--- src/rtl/dds_ctrl_pkg.sv ---
// Shared types for the DDS sweep controller: sweep modes, FSM states and default widths.
// Latency: n/a (type definitions only).
// Backpressure: n/a.
package dds_ctrl_pkg;

  localparam int PW_DEF = 32;  // frequency/phase word width, matches the DDS core
  localparam int DW_DEF = 16;  // dwell counter width

  typedef enum logic [1:0] {
    SINGLE = 2'd0,
    SAW    = 2'd1,
    TRI    = 2'd2,
    RSVD   = 2'd3   // treated exactly like SINGLE
  } sweep_mode_e;

  typedef enum logic [1:0] {
    IDLE   = 2'd0,
    RUN    = 2'd1,
    FINISH = 2'd2
  } sweep_state_e;

endpackage

--- src/rtl/dds_dwell_timer.sv ---
// Loadable dwell down-counter; expire flags the last cycle of a dwell period.
// Latency: expire is combinational from the count; a load takes effect next edge.
// Backpressure: none; counting is gated by en only.
//
// Ports:
//   clk, rst  - clock, asynchronous active-high reset
//   load      - load value into the counter (wins over counting)
//   en        - count enable; expire is only asserted while enabled
//   value     - reload value (dwell - 1 semantics: value+1 cycles per period)
//   expire    - high in the cycle where the counter has reached zero
module dds_dwell_timer #(
  parameter int DW = 16
) (
  input  logic          clk,
  input  logic          rst,
  input  logic          load,
  input  logic          en,
  input  logic [DW-1:0] value,
  output logic          expire
);

  logic [DW-1:0] cnt;

  always_ff @(posedge clk or posedge rst) begin
    if (rst) begin
      cnt <= '0;
    end else if (load) begin
      cnt <= value;
    end else if (en && (cnt != '0)) begin
      cnt <= cnt - DW'(1);
    end
  end

  assign expire = en && (cnt == '0);

endmodule

--- src/rtl/dds_sweep_ctrl.sv ---
// Frequency sweep sequencer driving DDS freq/phase/en: single, sawtooth or triangle chirps.
// Latency: start sampled at edge N gives busy/dds_en/start word from cycle N+1; each word lasts dwell+1 cycles.
// Backpressure: config accepted only in IDLE (cfg_ready); start ignored outside IDLE; abort always wins.
//
// Ports:
//   clk, rst                    - clock, asynchronous active-high reset
//   cfg_valid / cfg_ready       - config write strobe / accept (high in IDLE)
//   cfg_start_fw, cfg_stop_fw   - sweep endpoints (unsigned)
//   cfg_step_fw                 - step magnitude (unsigned)
//   cfg_dwell                   - each word held for cfg_dwell+1 cycles
//   cfg_mode                    - 0 single, 1 sawtooth, 2 triangle, 3 as single
//   cfg_phase                   - static phase offset, presented on dds_phase
//   start, abort                - sweep trigger / immediate stop
//   busy, done                  - sweep running / one-cycle completion pulse
//   dds_en, dds_freq, dds_phase - DDS control words
//   dir_up                      - current stepping direction
module dds_sweep_ctrl
  import dds_ctrl_pkg::*;
#(
  parameter int PW = PW_DEF,
  parameter int DW = DW_DEF
) (
  input  logic          clk,
  input  logic          rst,
  input  logic          cfg_valid,
  output logic          cfg_ready,
  input  logic [PW-1:0] cfg_start_fw,
  input  logic [PW-1:0] cfg_stop_fw,
  input  logic [PW-1:0] cfg_step_fw,
  input  logic [DW-1:0] cfg_dwell,
  input  logic [1:0]    cfg_mode,
  input  logic [PW-1:0] cfg_phase,
  input  logic          start,
  input  logic          abort,
  output logic          busy,
  output logic          done,
  output logic          dds_en,
  output logic [PW-1:0] dds_freq,
  output logic [PW-1:0] dds_phase,
  output logic          dir_up
);

  sweep_state_e state, state_nxt;

  // Latched configuration
  logic [PW-1:0] start_fw, start_nxt;
  logic [PW-1:0] stop_fw,  stop_nxt;
  logic [PW-1:0] step_fw,  step_nxt;
  logic [DW-1:0] dwell,    dwell_nxt;
  sweep_mode_e   mode,     mode_nxt;
  logic [PW-1:0] phase_nxt;

  // Live sweep endpoints; triangle mode swaps them at every reversal
  logic [PW-1:0] cur_from, cur_from_nxt;
  logic [PW-1:0] cur_to,   cur_to_nxt;

  logic [PW-1:0] freq_nxt;
  logic          dir_nxt;

  // Config as seen by a start in the same cycle as a write
  logic [PW-1:0] eff_start;
  logic [PW-1:0] eff_stop;
  logic [DW-1:0] eff_dwell;
  logic          cfg_we;

  logic          degenerate;
  logic          at_end;

  logic          tmr_load;
  logic          tmr_en;
  logic [DW-1:0] tmr_value;
  logic          tmr_expire;

  // One clamped step toward target. The PW+1-bit arithmetic exposes both the
  // carry out of an up step and the borrow of a down step, so overshoot in
  // either direction lands exactly on the target and never wraps.
  function automatic logic [PW-1:0] step_toward(
    input logic [PW-1:0] cur,
    input logic [PW-1:0] step,
    input logic [PW-1:0] target,
    input logic          up
  );
    logic [PW:0] sum;
    logic [PW:0] diff;
    sum  = {1'b0, cur} + {1'b0, step};
    diff = {1'b0, cur} - {1'b0, step};
    if (up) begin
      step_toward = (sum > {1'b0, target}) ? target : sum[PW-1:0];
    end else begin
      step_toward = (diff[PW] || (diff[PW-1:0] < target)) ? target : diff[PW-1:0];
    end
  endfunction

  dds_dwell_timer #(
    .DW (DW)
  ) u_dwell (
    .clk    (clk),
    .rst    (rst),
    .load   (tmr_load),
    .en     (tmr_en),
    .value  (tmr_value),
    .expire (tmr_expire)
  );

  assign tmr_en = (state == RUN);

  assign cfg_we    = (state == IDLE) && cfg_valid;
  assign eff_start = cfg_valid ? cfg_start_fw : start_fw;
  assign eff_stop  = cfg_valid ? cfg_stop_fw  : stop_fw;
  assign eff_dwell = cfg_valid ? cfg_dwell    : dwell;

  // A zero step or coincident endpoints can never make progress, so the
  // current word is treated as the endpoint after every dwell.
  assign degenerate = (step_fw == '0) || (cur_from == cur_to);
  assign at_end     = degenerate || (dds_freq == cur_to);

  always_ff @(posedge clk or posedge rst) begin
    if (rst) begin
      state <= IDLE;
    end else begin
      state <= state_nxt;
    end
  end

  always_comb begin
    state_nxt    = state;
    start_nxt    = start_fw;
    stop_nxt     = stop_fw;
    step_nxt     = step_fw;
    dwell_nxt    = dwell;
    mode_nxt     = mode;
    phase_nxt    = dds_phase;
    cur_from_nxt = cur_from;
    cur_to_nxt   = cur_to;
    freq_nxt     = dds_freq;
    dir_nxt      = dir_up;
    tmr_load     = 1'b0;
    tmr_value    = dwell;

    if (cfg_we) begin
      start_nxt = cfg_start_fw;
      stop_nxt  = cfg_stop_fw;
      step_nxt  = cfg_step_fw;
      dwell_nxt = cfg_dwell;
      mode_nxt  = sweep_mode_e'(cfg_mode);
      phase_nxt = cfg_phase;
    end

    case (state)
      IDLE: begin
        if (start && !abort) begin
          state_nxt    = RUN;
          freq_nxt     = eff_start;
          cur_from_nxt = eff_start;
          cur_to_nxt   = eff_stop;
          dir_nxt      = (eff_stop >= eff_start);
          tmr_load     = 1'b1;
          tmr_value    = eff_dwell;
        end
      end

      RUN: begin
        if (abort) begin
          state_nxt = IDLE;
        end else if (tmr_expire) begin
          // Reload the dwell for the next word; harmless when finishing.
          tmr_load = 1'b1;
          if (at_end) begin
            case (mode)
              SAW: begin
                freq_nxt = cur_from;
              end
              TRI: begin
                // Step away from the endpoint immediately so it is only
                // emitted once per reversal.
                if (!degenerate) begin
                  cur_from_nxt = cur_to;
                  cur_to_nxt   = cur_from;
                  dir_nxt      = !dir_up;
                  freq_nxt     = step_toward(dds_freq, step_fw, cur_from, !dir_up);
                end
              end
              default: begin
                state_nxt = FINISH;
              end
            endcase
          end else begin
            freq_nxt = step_toward(dds_freq, step_fw, cur_to, dir_up);
          end
        end
      end

      FINISH: begin
        state_nxt = IDLE;
      end

      default: begin
        state_nxt = IDLE;
      end
    endcase
  end

  always_ff @(posedge clk or posedge rst) begin
    if (rst) begin
      start_fw  <= '0;
      stop_fw   <= '0;
      step_fw   <= '0;
      dwell     <= '0;
      mode      <= SINGLE;
      dds_phase <= '0;
      cur_from  <= '0;
      cur_to    <= '0;
      dds_freq  <= '0;
      dir_up    <= 1'b1;
      busy      <= 1'b0;
      dds_en    <= 1'b0;
      done      <= 1'b0;
      cfg_ready <= 1'b1;
    end else begin
      start_fw  <= start_nxt;
      stop_fw   <= stop_nxt;
      step_fw   <= step_nxt;
      dwell     <= dwell_nxt;
      mode      <= mode_nxt;
      dds_phase <= phase_nxt;
      cur_from  <= cur_from_nxt;
      cur_to    <= cur_to_nxt;
      dds_freq  <= freq_nxt;
      dir_up    <= dir_nxt;
      busy      <= (state_nxt == RUN);
      dds_en    <= (state_nxt == RUN);
      done      <= (state_nxt == FINISH);
      cfg_ready <= (state_nxt == IDLE);
    end
  end

endmodule

--- config.mk ---
export PLATFORM = sky130hd
export DESIGN_NAME = dds_sweep_ctrl
export DESIGN_NICKNAME = d
export VERILOG_FILES = /design/src/rtl/dds_ctrl_pkg.sv /design/src/rtl/dds_dwell_timer.sv /design/src/rtl/dds_sweep_ctrl.sv
export SDC_FILE = /design/constraint.sdc
export NUM_CORES = 1
export LEC_CHECK = 0
export BUFFER_PORTS_ARGS = -buffer_cell sky130_fd_sc_hd__buf_2
export CORE_UTILIZATION = 35
export DETAILED_ROUTE_END_ITERATION = 10
export GPL_TIMING_DRIVEN = 0
export MAX_ROUTING_LAYER = met4
export PLACE_DENSITY = 0.53
export SLEW_MARGIN = 20
export SYNTH_ARGS = -nofsm -noshare
export SYNTH_HDL_FRONTEND = slang
export SYNTH_HIERARCHICAL = 1
export SYNTH_SLANG_ARGS = --single-unit
--- constraint.sdc ---
create_clock -name clk -period 16.6 [get_ports clk]
set_input_delay 4.15 -clock clk [delete_from_list [all_inputs] [get_ports clk]]
set_output_delay 4.15 -clock clk [all_outputs]
set_load 0.1 [all_outputs]
==> impl_metrics.json <==
{
  "p_total_mw": 5.40,
  "syn_avg_cell_area_sq_um": 9.25,
  "fmax_mhz": 122,
  "worst_pin_slew_ps": 1190,
  "status": "finished clean",
  "slew_viol_final": 0,
  "dr.pass1.iters": 5,
  "rsz0062_at_grt": "false",
  "gr-total-overflow": 0,
  "dieWidth_microns": 251,
  "finalNetCount": 2977,
  "finalCriticalPeriod_ps": 8160,
  "die_y_microns": 251,
  "multiInputGateArea_sq_um": 13900,
  "drv_cap": 0,
  "crit_type": "in -> reg",
  "drive_gt1_share_pct": 20.6,
  "seqCellArea_sq_um": 6610,
  "cts_tree": "done",
  "num_rows": 90,
  "critPathArrivalTime_ps": 8660,
  "power.leakage_nw": 11.0,
  "die_area_sq_um": 62900,
  "fin_util_pct": 41.2,
  "grt_pass1_wl_mm": 138,
  "postRouteAntennaNets": 0,
  "drt_iter0_drc": 1728,
  "finalHoldViolCount": 0,
  "hold_path.class": "reg -> reg",
  "io_buffers": 219,
  "slowest_stage": "clkbuf_1",
  "cts_resized": 0,
  "syn_area_sq_um": 21700,
  "ys_warn_count": 6,
  "p_per_area_nw_per_um2": 216,
  "vias": 20200,
  "cp_cell_sequence": "buf_2 > clkbuf_1 > clkbuf_1 > mux2i_1 > ha_1 > a21o_1 > a21o_1 > a21o_1 > a21o_1 > a2111oi_0 > nor4_1 > nor3_1 > o31ai_1 > a31o_2",
  "timing.hold.ws_ps": 501,
  "grt_max_degree": 90,
  "clk_path_buf_depth": 3,
  "ys_types": 102,
  "worstPathMaxFanout": 10,
  "filler_cell_count": 6119,
  "finalClockSkew_ps": 19.5,
  "cts_sinks": 264,
  "ios": 220,
  "dp.cells": 3344,
  "ys.flop_type": "dfrtp_1",
  "synthToLayoutAreaGrowth_pct": 15.6,
  "ys_ff_latch": 264,
  "routedWlPerCell_microns": 28.0,
  "core_sq_um": 60700,
  "syn-num-nets": 2717,
  "gp_congestion": 1.02,
  "vias_per_cell": 5.92,
  "fin_crit_sh_pct": 49.2,
  "numCtsBuffers": 36,
  "cp.required_ps": 17090,
  "async_reset_ff_share_pct": 100,
  "hold_buffers": 0,
  "cts.root.buffer_cell": "clkbuf_16",
  "peakVddDrop_mv": 0.143,
  "end_kind": "register",
  "clk_pin_slew_ps": 50,
  "hpwl_mm": 77.2,
  "track_usage_pct": 30.8,
  "synth_edf_count": 0,
  "setup_viol": 0,
  "start_util_pct": 35.7,
  "htree_num_levels": 2,
  "first_global_vias": 20000,
  "post_cts_buffers": 0,
  "drt_wl_total_mm": 95.4,
  "fin_cells": 3409,
  "fin_tns_setup_ps": 0,
  "post-route-drc-count": 0,
  "clk_latency_ps": 560,
  "cpMostUsedCell": "a21o_1",
  "synthCells": 2340,
  "worstSetupStartpointType": "input port",
  "antenna_found_initial": 2,
  "synth-seq-area-share_pct": 30.5,
  "relSlewSlack_pct": 20.2,
  "max_stage_delay_ps": 750
}
[cell usage in the layout, fill, tap and decap left out, drive strengths merged, types with 18 or more instances in the layout]
| cell type | count |
|---|---|
| dfrtp | 262 |
| buf | 260 |
| ha | 224 |
| mux2 | 170 |
| inv | 156 |
| nand2 | 153 |
| a21oi | 153 |
| o21ai | 153 |
| nor2 | 130 |
| clkbuf | 128 |
| mux2i | 119 |
| xnor2 | 75 |
| nand4 | 49 |
| nor4 | 45 |
| nor3 | 42 |
| xor2 | 41 |
| o211ai | 36 |
| a21o | 34 |
| nand3 | 34 |
| a31oi | 31 |
| o221ai | 23 |
| o21a | 19 |
| a211oi | 19 |
| nand2b | 18 |
[cells in the mapped netlist (7+ instances only)]
master / n / area (sq um)
inv_1: 153 / 574
o221a_2: 9 / 101
buf_2: 25 / 125
nor3_1: 41 / 205
o221ai_1: 23 / 201
o41ai_1: 7 / 61.3
a211oi_1: 17 / 128
and2_1: 13 / 81.3
nand4_1: 49 / 307
nand2b_1: 18 / 113
xor2_1: 41 / 359
o21ai_1: 8 / 40.0
nand2_1: 152 / 571
o211ai_1: 36 / 270
nand3_1: 33 / 165
a211o_1: 10 / 87.6
and3_1: 7 / 43.8
a221o_1: 7 / 70.1
nor2b_1: 9 / 56.3
a21o_1: 34 / 255
or3_1: 12 / 75.1
o22ai_1: 9 / 56.3
dfrtp_1: 262 / 6560
a21oi_1: 150 / 751
a31oi_1: 31 / 194
o2111ai_1: 7 / 61.3
nor4_1: 44 / 275
mux2i_1: 119 / 1190
a41oi_1: 9 / 78.8
o31ai_1: 13 / 97.6
o21bai_1: 13 / 97.6
mux2_2: 170 / 1910
nor2_1: 130 / 488
ha_1: 224 / 2800
clkbuf_1: 76 / 285
o21a_1: 19 / 143
o21ai_0: 143 / 716
xnor2_1: 74 / 648
a2bb2oi_1: 7 / 61.3
[layer usage]
| layer | vias to the layer above | routed length, microns | GRT usage, % |
|---|---|---|---|
| met5 | - | 0 | - |
| met4 | 0 | 4700 | 13.8 |
| met3 | 195 | 5510 | 3.64 |
| li1 | 9211 | - | - |
| met2 | 788 | 43800 | 48.3 |
| met1 | 9973 | 41400 | 39.9 |
[cell type report]
type	instances	area share, %
Antenna cell	2	0.0200
Buffer	116	2.08
Clock buffer	50	4.01
Clock inverter	13	0.830
Inverter	155	2.35
Multi-Input combinational cell	1805	55.7
Sequential cell	264	26.4
Tap cell	782	3.91
Timing Repair Buffer	222	4.66
[cells by family after synthesis]
family,Yosys count,synth area share [%]
adder cells (fa/ha/maj),226,13.1
AO/OA/AOI/OAI,625,19.5
flip-flops,264,30.5
buffers and inverters,271,5.09
XOR/XNOR,116,4.73
multiplexers,289,14.3
AND/OR/NAND/NOR,549,12.7
[critical path: cells and delay by family]
family	cells	cell delay, ps
adder cells (fa/ha/maj)	1	300
multiplexers	1	470
AO/OA/AOI/OAI	7	1700
AND/OR/NAND/NOR	2	680
buffers and inverters	3	1320
[stage by stage]
step	worst slack [ps]	area, sq um
floorplan	5640	21700
global placement	1790	23700
detailed placement	7920	23800
CTS	8480	25000
global route	8310	25000
finish	8440	25000
[power breakdown]
group          leakage, nW  switching [mW]  internal, mW
clock network        0.592           0.324         0.500
registers             3.10           0.246         0.795
logic                 7.26            2.40          1.14
total                 11.0            2.97          2.43
[registers in the layout (all words and copies together) (netlist names), 16 cells and up]
signal       flops
dwell           16
start_fw        32
dds_phase       32
cur_from        32
stop_fw         32
step_fw         32
dds_freq        32
cur_to          32
u_dwell/cnt     16
[final timing paths]
check	start	end	slack (ps)	cells past startpoint
setup / recovery	cfg_valid	dir_up	8440	14
hold / removal	stop_fw[15]	stop_fw[15]	500	1
setup reg to reg	dds_freq[18]	dds_freq[10]	8840	20
hold reg to reg	stop_fw[15]	stop_fw[15]	500	1
max in group asynchronous	rst	step_fw[8]	11510	4
min in group asynchronous	rst	dwell[13]	3740	2
No activity file was read; power rests on OpenSTA's default activity.
